$ cat config.mk
export PLATFORM = sky130hd
export DESIGN_NAME = alu_op_issue_flat
export DESIGN_NICKNAME = d
export VERILOG_FILES = /design/src/rtl/alu_op_issue_if.sv /design/src/rtl/alu_op_issue.sv /design/src/flat_wrapper.sv
export SDC_FILE = /design/constraint.sdc
export NUM_CORES = 1
export LEC_CHECK = 0
export CORE_ASPECT_RATIO = 1.4
export CORE_MARGIN = 2
export CORE_UTILIZATION = 59
export DETAILED_ROUTE_END_ITERATION = 12
export PLACE_DENSITY = 0.85
export SYNTH_ARGS = -nofsm -noshare
export SYNTH_HDL_FRONTEND = slang
export SYNTH_SLANG_ARGS = --single-unit
export TNS_END_PERCENT = 50
$ cat constraint.sdc
create_clock -name clk -period 8.3 [get_ports clk]
set_input_delay 1.245 -clock clk [delete_from_list [all_inputs] [get_ports clk]]
set_output_delay 1.245 -clock clk [all_outputs]
set_load 0.02 [all_outputs]
$ cat src/rtl/alu_op_issue_if.sv
// Handshake and ALU-side signal bundle for alu_op_issue.
// The master side is the host/environment (it also plays the combinational ALU); the slave side is the issue stage.
interface alu_op_issue_if #(
  parameter int DEPTH = 4,
  parameter int OPW   = 5,
  parameter int SELW  = 5,
  parameter int RESW  = 8
);
  localparam int CW = $clog2(DEPTH + 1);

  logic            in_valid;
  logic            in_ready;
  logic [OPW-1:0]  in_a;
  logic [OPW-1:0]  in_b;
  logic [SELW-1:0] in_sel;
  logic            in_chain;
  logic [OPW-1:0]  alu_a;
  logic [OPW-1:0]  alu_b;
  logic [SELW-1:0] alu_sel;
  logic            alu_valid;
  logic [RESW-1:0] alu_out;
  logic            res_valid;
  logic            res_ready;
  logic [RESW-1:0] res_data;
  logic [CW-1:0]   count;
  logic            div0_err;

  modport master (
    output in_valid, in_a, in_b, in_sel, in_chain, res_ready, alu_out,
    input  in_ready, alu_a, alu_b, alu_sel, alu_valid, res_valid, res_data, count, div0_err
  );

  modport slave (
    input  in_valid, in_a, in_b, in_sel, in_chain, res_ready, alu_out,
    output in_ready, alu_a, alu_b, alu_sel, alu_valid, res_valid, res_data, count, div0_err
  );
endinterface

$ cat src/rtl/alu_op_issue.sv
// Issue stage for the 5-bit ALU: op FIFO -> registered ALU inputs -> result register, with operand-A chaining.
// Optional ALU_ISSUE_DIV0_TRAP_EN: divide ops (sel 3) with b==0 are dropped and set the sticky div0_err flag.
module alu_op_issue #(
  parameter int DEPTH = 4,
  parameter int OPW   = 5,
  parameter int SELW  = 5,
  parameter int RESW  = 8
) (
  input logic           clk,
  input logic           rst,
  alu_op_issue_if.slave bus
);
  localparam int PW = (DEPTH > 1) ? $clog2(DEPTH) : 1;
  localparam int CW = $clog2(DEPTH + 1);

  typedef struct packed {
    logic [OPW-1:0]  a;
    logic [OPW-1:0]  b;
    logic [SELW-1:0] sel;
    logic            chain;
  } entry_t;

  entry_t          mem_q [DEPTH];
  entry_t          mem_d [DEPTH];
  logic [PW-1:0]   wr_ptr_q, wr_ptr_d;
  logic [PW-1:0]   rd_ptr_q, rd_ptr_d;
  logic [CW-1:0]   count_q, count_d;
  logic            alu_valid_q, alu_valid_d;
  logic [OPW-1:0]  alu_a_q, alu_a_d;
  logic [OPW-1:0]  alu_b_q, alu_b_d;
  logic [SELW-1:0] alu_sel_q, alu_sel_d;
  logic            res_valid_q, res_valid_d;
  logic [RESW-1:0] res_data_q, res_data_d;
  logic [RESW-1:0] last_res_q, last_res_d;
  logic            div0_err_q, div0_err_d;

  logic            in_ready_s;
  logic            push_s;
  logic            pop_s;
  logic            trap_s;
  logic            load_s;
  logic            res_fire_s;
  logic            issue_fire_s;
  logic            issue_free_s;
  entry_t          head_s;

  // Handshake qualifiers and the head-of-queue load decision.
  always_comb begin
    in_ready_s   = (count_q < CW'(DEPTH));
    push_s       = bus.in_valid && in_ready_s;
    head_s       = mem_q[rd_ptr_q];
    res_fire_s   = res_valid_q && bus.res_ready;
    issue_fire_s = alu_valid_q && (!res_valid_q || bus.res_ready);
    issue_free_s = !alu_valid_q || issue_fire_s;
    // A chained op waits until the issue register is empty, so last_res already holds its predecessor's result.
    pop_s        = (count_q != {CW{1'b0}}) && issue_free_s && (!head_s.chain || !alu_valid_q);
`ifdef ALU_ISSUE_DIV0_TRAP_EN
    trap_s       = pop_s && (head_s.sel == SELW'(3)) && (head_s.b == {OPW{1'b0}});
`else
    trap_s       = 1'b0;
`endif
    load_s       = pop_s && !trap_s;
  end

  // FIFO storage, pointers and occupancy.
  always_comb begin
    mem_d    = mem_q;
    wr_ptr_d = wr_ptr_q;
    rd_ptr_d = rd_ptr_q;
    count_d  = count_q;
    if (push_s) begin
      mem_d[wr_ptr_q] = '{a: bus.in_a, b: bus.in_b, sel: bus.in_sel, chain: bus.in_chain};
      wr_ptr_d        = wr_ptr_q + PW'(1);
    end else begin
      wr_ptr_d = wr_ptr_q;
    end
    if (pop_s) begin
      rd_ptr_d = rd_ptr_q + PW'(1);
    end else begin
      rd_ptr_d = rd_ptr_q;
    end
    case ({push_s, pop_s})
      2'b10:   count_d = count_q + CW'(1);
      2'b01:   count_d = count_q - CW'(1);
      default: count_d = count_q;
    endcase
  end

  // Issue register, result register, chaining source and trap flag.
  always_comb begin
    alu_valid_d = alu_valid_q;
    alu_a_d     = alu_a_q;
    alu_b_d     = alu_b_q;
    alu_sel_d   = alu_sel_q;
    res_valid_d = res_valid_q;
    res_data_d  = res_data_q;
    last_res_d  = last_res_q;
    div0_err_d  = div0_err_q | trap_s;
    if (load_s) begin
      alu_valid_d = 1'b1;
      alu_a_d     = head_s.chain ? last_res_q[OPW-1:0] : head_s.a;
      alu_b_d     = head_s.b;
      alu_sel_d   = head_s.sel;
    end else if (issue_free_s) begin
      alu_valid_d = 1'b0;
    end else begin
      alu_valid_d = alu_valid_q;
    end
    if (issue_fire_s) begin
      res_valid_d = 1'b1;
      res_data_d  = bus.alu_out;
      last_res_d  = bus.alu_out;
    end else if (res_fire_s) begin
      res_valid_d = 1'b0;
    end else begin
      res_valid_d = res_valid_q;
    end
  end

  // State registers with asynchronous reset.
  always_ff @(posedge clk or posedge rst) begin
    if (rst) begin
      for (int i = 0; i < DEPTH; i++) begin
        mem_q[i] <= '0;
      end
      wr_ptr_q    <= {PW{1'b0}};
      rd_ptr_q    <= {PW{1'b0}};
      count_q     <= {CW{1'b0}};
      alu_valid_q <= 1'b0;
      alu_a_q     <= {OPW{1'b0}};
      alu_b_q     <= {OPW{1'b0}};
      alu_sel_q   <= {SELW{1'b0}};
      res_valid_q <= 1'b0;
      res_data_q  <= {RESW{1'b0}};
      last_res_q  <= {RESW{1'b0}};
      div0_err_q  <= 1'b0;
    end else begin
      mem_q       <= mem_d;
      wr_ptr_q    <= wr_ptr_d;
      rd_ptr_q    <= rd_ptr_d;
      count_q     <= count_d;
      alu_valid_q <= alu_valid_d;
      alu_a_q     <= alu_a_d;
      alu_b_q     <= alu_b_d;
      alu_sel_q   <= alu_sel_d;
      res_valid_q <= res_valid_d;
      res_data_q  <= res_data_d;
      last_res_q  <= last_res_d;
      div0_err_q  <= div0_err_d;
    end
  end

  assign bus.in_ready  = in_ready_s;
  assign bus.alu_valid = alu_valid_q;
  assign bus.alu_a     = alu_a_q;
  assign bus.alu_b     = alu_b_q;
  assign bus.alu_sel   = alu_sel_q;
  assign bus.res_valid = res_valid_q;
  assign bus.res_data  = res_data_q;
  assign bus.count     = count_q;
  assign bus.div0_err  = div0_err_q;
endmodule

$ cat src/flat_wrapper.sv
// flat-port wrapper written by rule: the top's interface ports become plain ports
module alu_op_issue_flat 
#(
  parameter int DEPTH = 4,
  parameter int OPW   = 5,
  parameter int SELW  = 5,
  parameter int RESW  = 8
)
  (clk, rst, bus_in_valid, bus_in_a, bus_in_b, bus_in_sel, bus_in_chain, bus_res_ready, bus_alu_out, bus_in_ready, bus_alu_a, bus_alu_b, bus_alu_sel, bus_alu_valid, bus_res_valid, bus_res_data, bus_count, bus_div0_err);
  alu_op_issue_if #(.DEPTH(DEPTH), .OPW(OPW), .SELW(SELW), .RESW(RESW)) bus_i ();
  input logic clk;
  input logic rst;
  input wire logic [$bits(bus_i.in_valid)-1:0] bus_in_valid;
  input wire logic [$bits(bus_i.in_a)-1:0] bus_in_a;
  input wire logic [$bits(bus_i.in_b)-1:0] bus_in_b;
  input wire logic [$bits(bus_i.in_sel)-1:0] bus_in_sel;
  input wire logic [$bits(bus_i.in_chain)-1:0] bus_in_chain;
  input wire logic [$bits(bus_i.res_ready)-1:0] bus_res_ready;
  input wire logic [$bits(bus_i.alu_out)-1:0] bus_alu_out;
  output wire logic [$bits(bus_i.in_ready)-1:0] bus_in_ready;
  output wire logic [$bits(bus_i.alu_a)-1:0] bus_alu_a;
  output wire logic [$bits(bus_i.alu_b)-1:0] bus_alu_b;
  output wire logic [$bits(bus_i.alu_sel)-1:0] bus_alu_sel;
  output wire logic [$bits(bus_i.alu_valid)-1:0] bus_alu_valid;
  output wire logic [$bits(bus_i.res_valid)-1:0] bus_res_valid;
  output wire logic [$bits(bus_i.res_data)-1:0] bus_res_data;
  output wire logic [$bits(bus_i.count)-1:0] bus_count;
  output wire logic [$bits(bus_i.div0_err)-1:0] bus_div0_err;
  assign bus_i.in_valid = bus_in_valid;
  assign bus_i.in_a = bus_in_a;
  assign bus_i.in_b = bus_in_b;
  assign bus_i.in_sel = bus_in_sel;
  assign bus_i.in_chain = bus_in_chain;
  assign bus_i.res_ready = bus_res_ready;
  assign bus_i.alu_out = bus_alu_out;
  assign bus_in_ready = bus_i.in_ready;
  assign bus_alu_a = bus_i.alu_a;
  assign bus_alu_b = bus_i.alu_b;
  assign bus_alu_sel = bus_i.alu_sel;
  assign bus_alu_valid = bus_i.alu_valid;
  assign bus_res_valid = bus_i.res_valid;
  assign bus_res_data = bus_i.res_data;
  assign bus_count = bus_i.count;
  assign bus_div0_err = bus_i.div0_err;
  alu_op_issue #(.DEPTH(DEPTH), .OPW(OPW), .SELW(SELW), .RESW(RESW)) u_core (.clk(clk), .rst(rst), .bus(bus_i));
endmodule
After elaboration in Yosys (flattened, before gate mapping)
Cells that the tools add are included.
{ "op_classes": {"n_eq_ne": 2, "addsub": 4, "n_bitwise": 2, "mux": 12, "n_lt_le_gt_ge": 4, "reduce_logical": 16} }
{ "op_table": {"columns": ["operator", "count"], "rows": [
  ["64-bit bitwise mux", 1],
  ["16-bit two-way mux", 3],
  ["16-bit binary-select mux with 2-bit select", 1],
  ["16-bit demux with 2-bit select", 1],
  ["3-bit greater-or-equal comparator, second input constant", 2],
  ["1-bit logical AND", 6],
  ["2-bit NOT with 3-bit output", 2],
  ["3-bit case mux with 2 select lines", 1],
  ["2-bit nonzero test", 3],
  ["5-bit two-way mux", 1],
  ["2-bit by 1-bit adder with 2-bit output, second input constant", 2],
  ["1-bit two-way mux", 4],
  ["3-bit by 1-bit adder with 3-bit output, second input constant", 1],
  ["1-bit zero test", 3],
  ["1-bit logical OR", 3],
  ["3-bit by 1-bit < comparator with 1-bit output, second input constant", 1],
  ["3-bit < comparator, second input constant", 1],
  ["3-bit nonzero test", 1],
  ["3-bit by 1-bit subtractor with 3-bit output, second input constant", 1],
  ["2-bit by 1-bit == test with 1-bit output, second input constant", 1],
  ["2-bit == test, second input constant", 1]
]} }
{ "word_totals": {"out_inout_bits": 30, "register_bits": 96, "elab_cells": 65, "in_bits": 28} }

Longest topological paths before layout
{ "depth": {"word_depth": 9, "ltp_mapped": 11, "mapped_depth_nobuf": 9} }

Worst setup path before layout
OpenSTA, ideal clock, no wires.
{ "synth_timing": {"path_type": "input-to-reg", "start": "in bus_res_ready", "end": "reg u_core.count_q[2] (netlist: u_core.bus.count[2])", "arrival_ps": 3033, "setup_ps": 80, "required_time_ps": 8220, "path_buffers": 2, "cell_stages": 11, "slack_ps": 5186, "cell_sequence": "and3b_1 -> buf_1 -> a211o_4 -> inv_4 -> buf_12 -> ha_1 -> inv_1 -> fa_1 -> xor2_1 -> nor2_1 -> xnor2_1"} }
{ "synth_between": {"elab_chain_len": 7, "elab_cells_between_ends": 9, "classes_between": "eq/ne: 2; mux: 1; reduce/logical: 6"} }
{ "synth_rtl": {"columns": ["element", "line", "source"], "rows": [
  ["start, declared", "flat_wrapper.sv:18", "input wire logic [$bits(bus_i.res_ready)-1:0] bus_res_ready;"],
  ["1-bit logical OR (*)", "alu_op_issue.sv:53", "issue_fire_s = alu_valid_q && (!res_valid_q || bus.res_ready);"],
  ["1-bit logical AND (*)", "alu_op_issue.sv:53", null],
  ["1-bit logical OR (*)", "alu_op_issue.sv:54", "issue_free_s = !alu_valid_q || issue_fire_s;"],
  ["1-bit logical AND (*) (2 in a row)", "alu_op_issue.sv:56", "pop_s = (count_q != {CW{1'b0}}) && issue_free_s && (!head_s.chain || !alu_valid_q);"],
  ["2-bit by 1-bit == test with 1-bit output or 2-bit == test (tied branches)", "alu_op_issue.sv:82", "case ({push_s, pop_s})"],
  ["3-bit case mux with 2 select lines or 2-bit nonzero test (tied branches)", null, null],
  ["end signal, assigned", "alu_op_issue.sv:128", "count_q <= {CW{1'b0}};"],
  ["end signal, assigned", "alu_op_issue.sv:141", "count_q <= count_d;"],
  ["end, declared", "alu_op_issue.sv:27", "logic [CW-1:0] count_q, count_d;"]
]} }
Mark *: on every way between the ends. The rest lies on a longest branch, timed or not.
A chain may end at the register's enable or synchronous reset.

Worst setup path in the final report
{ "layout_timing": {"start": "reg u_core.rd_ptr_q[0]", "end": "reg u_core.count_q[2] (netlist: u_core.bus.count[2])"} }
{ "layout_between": {"elab_chain_len": 9, "elab_cells_between_ends": 11, "classes_between": "eq/ne: 2; mux: 4; bitwise: 1; reduce/logical: 4"} }
{ "layout_rtl": {"columns": ["element", "line", "source"], "rows": [
  ["start, declared", "alu_op_issue.sv:26", "logic [PW-1:0] rd_ptr_q, rd_ptr_d;"],
  ["start signal, assigned", "alu_op_issue.sv:127", "rd_ptr_q <= {PW{1'b0}};"],
  ["start signal, assigned", "alu_op_issue.sv:140", "rd_ptr_q <= rd_ptr_d;"],
  ["2-bit NOT with 3-bit output (not written as such) (*)", "alu_op_issue.sv:51", "head_s = mem_q[rd_ptr_q];"],
  ["16-bit binary-select mux with 2-bit select (*)", "alu_op_issue.sv:51", null],
  ["16-bit two-way mux (not written as such) (*) (2 in a row)", "alu_op_issue.sv:51", null],
  ["1-bit zero test (*)", "alu_op_issue.sv:56", null],
  ["1-bit logical OR (*)", "alu_op_issue.sv:56", null],
  ["1-bit logical AND (*)", "alu_op_issue.sv:56", null],
  ["2-bit by 1-bit == test with 1-bit output or 2-bit == test (tied branches)", "alu_op_issue.sv:82", null],
  ["3-bit case mux with 2 select lines or 2-bit nonzero test (tied branches)", null, null]
]} }
Mark *: on every way between the ends. The rest lies on a longest branch, timed or not. The select of a mux whose other input is x is not followed.

==> impl_metrics.csv <==
group,metric,value,unit
setup_path,rr_worst_depth,9,
timing,setup-violations-final,0,
timing,slew_headroom,29.2,%
final_layout,nets,348,
detailed_routing,drt-met1-wl,3210,um
hold_path,min_from,"u_core.mem_q[36]$_DFFE_PP0P_",
setup_path,path_delay_family,"flip-flops",
place,io_buffers,56,
setup_path,crit_arrival,3.77,ns
status,status,"completed",
floorplanning,initial_core_util,60.8,%
setup_path,worstPathMaxFanout,17,
place,hpwl,4850,um
setup_path,cp-start-kind,"register",
floorplanning,ios,58,
final_layout,fillers,491,
place,gp_congestion,0.701,
timing,fmax,286,MHz
detailed_routing,ant_nets,0,
timing,period_share,42.1,%
yosys,postSynth.asyncResetShare,100,%
detailed_routing,wl,7540,um
timing,holdWs,0.503,ns
yosys,synth_seq_area_share,57.0,%
timing,tns,0,ns
setup_path,slowest_delay,1.05,ns
global_routing,grt_max_degree,77,
setup_path,crit_required,8.57,ns
hold_path,min_path_type,"reg -> reg",
timing,hold_viol_final,0,
hold_path,min_path_cells,1,
pwr,p_leak,2.18,nW
final_layout,final_cell_mix,"dfrtp_1, mux2_2, clkdlybuf4s50_1, mux4_2, clkbuf_8",
setup_path,path_cells,"mux4_2, a211o_4, inv_4, ha_1, inv_1, fa_1, xor2_1, nor2_1, xnor2_1",
setup_path,critPathKind,"reg -> reg",
final_layout,mostFrequentLayoutCell,"dfrtp_1",
yosys,syn_nets,292,
cts,ctsResizeCount,0,
timing,worst_slew_pin_slew,1.06,ns
pwr,irDropWorstVdd,0.243,mV
floorplanning,coreArea,6940,um2
detailed_routing,drtPass1Iterations,3,
yosys,synth_edf_count,0,
yosys,ys_types,33,
yosys,yosysWarningCount,0,
cts,clockRootBuffer,"clkbuf_8",
yosys,syn_area,4220,um2
global_routing,grt_pass1_vias,2437,
timing,finClkSkew,0.0118,ns
floorplanning,rows,36,
detailed_routing,initialDrtViolationCount,124,
detailed_routing,viasPerCell,5.59,
detailed_routing,drt_drc_violations_left,0,
floorplanning,fp.dieArea,7850,um2
setup_path,reg2reg_from,"u_core.rd_ptr_q[0]$_DFFE_PP0P_",
setup_path,worst-path-stages,9,
final_layout,post_route_cells_drive_above_1_share,36.1,%
floorplanning,die_y,104,um
pwr,powerDensity,430,nW/um2
setup_path,endpoint_kind,"register",
setup_path,cp_slowest_cell,"dfrtp_1",
yosys,syn-mean-instance-area,16.3,um2
detailed_routing,dr.max_layer_used,"met4",
setup_path,critPathLaunch,"u_core.rd_ptr_q[0]$_DFFE_PP0P_",
detailed_routing,wl_met2,4020,um
timing,fin_ws,4.81,ns
yosys,ys_ff_latch,96,
final_layout,fin_util,72.6,%
floorplanning,die_width,75.4,um
timing,period_needed,3.49,ns
cts,cts.sinks,96,
run,cap_viol_max_count,0,
cts,ctsHoldBuffers,0,
global_routing,overflow,0,
cts,cts_buffers,9,
cts,cts_tree,"yes",
global_routing,grt_antenna_before_repair,0,
cts,h-tree-depth,3,
global_routing,grt.total_usage,21.5,%
final_layout,synthToLayoutAreaGrowth,19.4,%
place,pre_cts_ws,4.65,ns
timing,rsz0062_at_grt,"no",
cts,ctsLongestPathBuffers,2,
yosys,ys.flop_type,"dfrtp_1",
detailed_routing,vias,2314,
cts,clkSlewWorstSetupHoldPaths,0.09,ns
cts,cts.repair_timing.setup_buffer_count,0,
setup_path,cp_num_buf_inv,2,
timing,maxSlewViolCount,0,
global_routing,grt_pass1_wl,12500,um
final_layout,num_antenna_cells,0,
detailed_routing,routed-wl-met3,217,um
yosys,netlist_instances,258,
detailed_routing,routedWlPerCell,18.2,um
cts,clk_latency,0.35,ns
-- sequential cells by signal, indices dropped and copies added (netlist names) --
register              flops
u_core.mem_q             64
u_core.bus.res_data       8
u_core.bus.alu_a          5
u_core.bus.alu_b          5
u_core.bus.alu_sel        5
u_core.bus.count          3
u_core.rd_ptr_q           2
u_core.wr_ptr_q           2
u_core.bus.alu_valid      1
u_core.bus.res_valid      1
-- area by class of cell --
| type | count | area (um2) | share of cell area [%] |
|---|---|---|---|
| well taps | 95 | 119 | 2.36 |
| inverters | 10 | 41.3 | 0.820 |
| clock inverters | 6 | 67.6 | 1.34 |
| repair buffers | 57 | 568 | 11.3 |
| flip-flops and latches | 96 | 2400 | 47.7 |
| multi-input cells | 140 | 1700 | 33.7 |
| clock buffers | 10 | 138 | 2.73 |
-- cells in the mapped netlist, types with 2 or more instances --
master    count  area, um2
ha_1          5       62.6
mux4_2       11        248
nand2_1       6       22.5
a221o_1       5       50.1
mux4_1        5        131
mux2_4        8        120
inv_1         9       33.8
mux2_2       75        845
nor4b_1       5       43.8
xnor2_1       4       35.0
dfrtp_1      96       2400
clkbuf_1      7       26.3
nand2b_1      2       12.5
-- final timing paths --
check / endpoint / slack, ns
max: u_core.bus.count[2]$_DFFE_PP0P_ / 4.81
min: u_core.mem_q[36]$_DFFE_PP0P_ / 0.50
max reg2reg: u_core.bus.count[2]$_DFFE_PP0P_ / 4.81
min reg2reg: u_core.mem_q[36]$_DFFE_PP0P_ / 0.50
max in group asynchronous: u_core.rd_ptr_q[1]$_DFFE_PP0P_ / 5.86
min in group asynchronous: u_core.mem_q[60]$_DFFE_PP0P_ / 1.18
-- worst reg2reg max path, stage by stage (launching register included) --
cell	delay, ns
dfrtp_1	1.05
mux4_2	0.70
a211o_4	0.42
inv_4	0.21
ha_1	0.23
inv_1	0.06
fa_1	0.37
xor2_1	0.15
nor2_1	0.11
xnor2_1	0.12
-- logic make-up (layout without fill, tap and decap cells) --
logic type | Yosys count | count (layout) | synth area share (%)
adders and majority gates | 6 | 6 | 1.96
DFF | 96 | 96 | 57.0
AOI/OAI and AO/OA | 9 | 9 | 2.20
muxes | 100 | 100 | 32.1
buffers and inverters | 22 | 83 | 2.70
xor gates and xnor gates | 5 | 5 | 1.04
and+or+nand+nor | 19 | 19 | 2.91
other | 1 | 1 | 0.0890
-- layer usage --
layer / up-vias / track usage (%)
met1: 1208 / 29.6
li1: 1061 / -
met4: 0 / 6.02
met3: 7 / 4.46
met2: 38 / 34.3
met5: - / 0
-- through the flow --
| stage | instances | area (um2) | power (W) |
|---|---|---|---|
| floorplan | 258 | 4220 | 0.00160 |
| global placement | 398 | 4830 | 0.00183 |
| detailed placement | 398 | 4830 | 0.00187 |
| CTS | 414 | 5030 | 0.00218 |
| global route | 414 | 5030 | 0.00231 |
| finish | 414 | 5030 | 0.00217 |
-- where the power goes --
group / leakage, nW / internal [W] / switching (W) / total [W]
Sequential: 1.15 / 0.000710 / 0.000173 / 0.000883
Combinational: 0.927 / 0.000596 / 0.000379 / 0.000975
Clock: 0.0989 / 0.000149 / 0.000160 / 0.000309
Total: 2.18 / 0.00145 / 0.000713 / 0.00217
(Power assumes the default switching activity.)
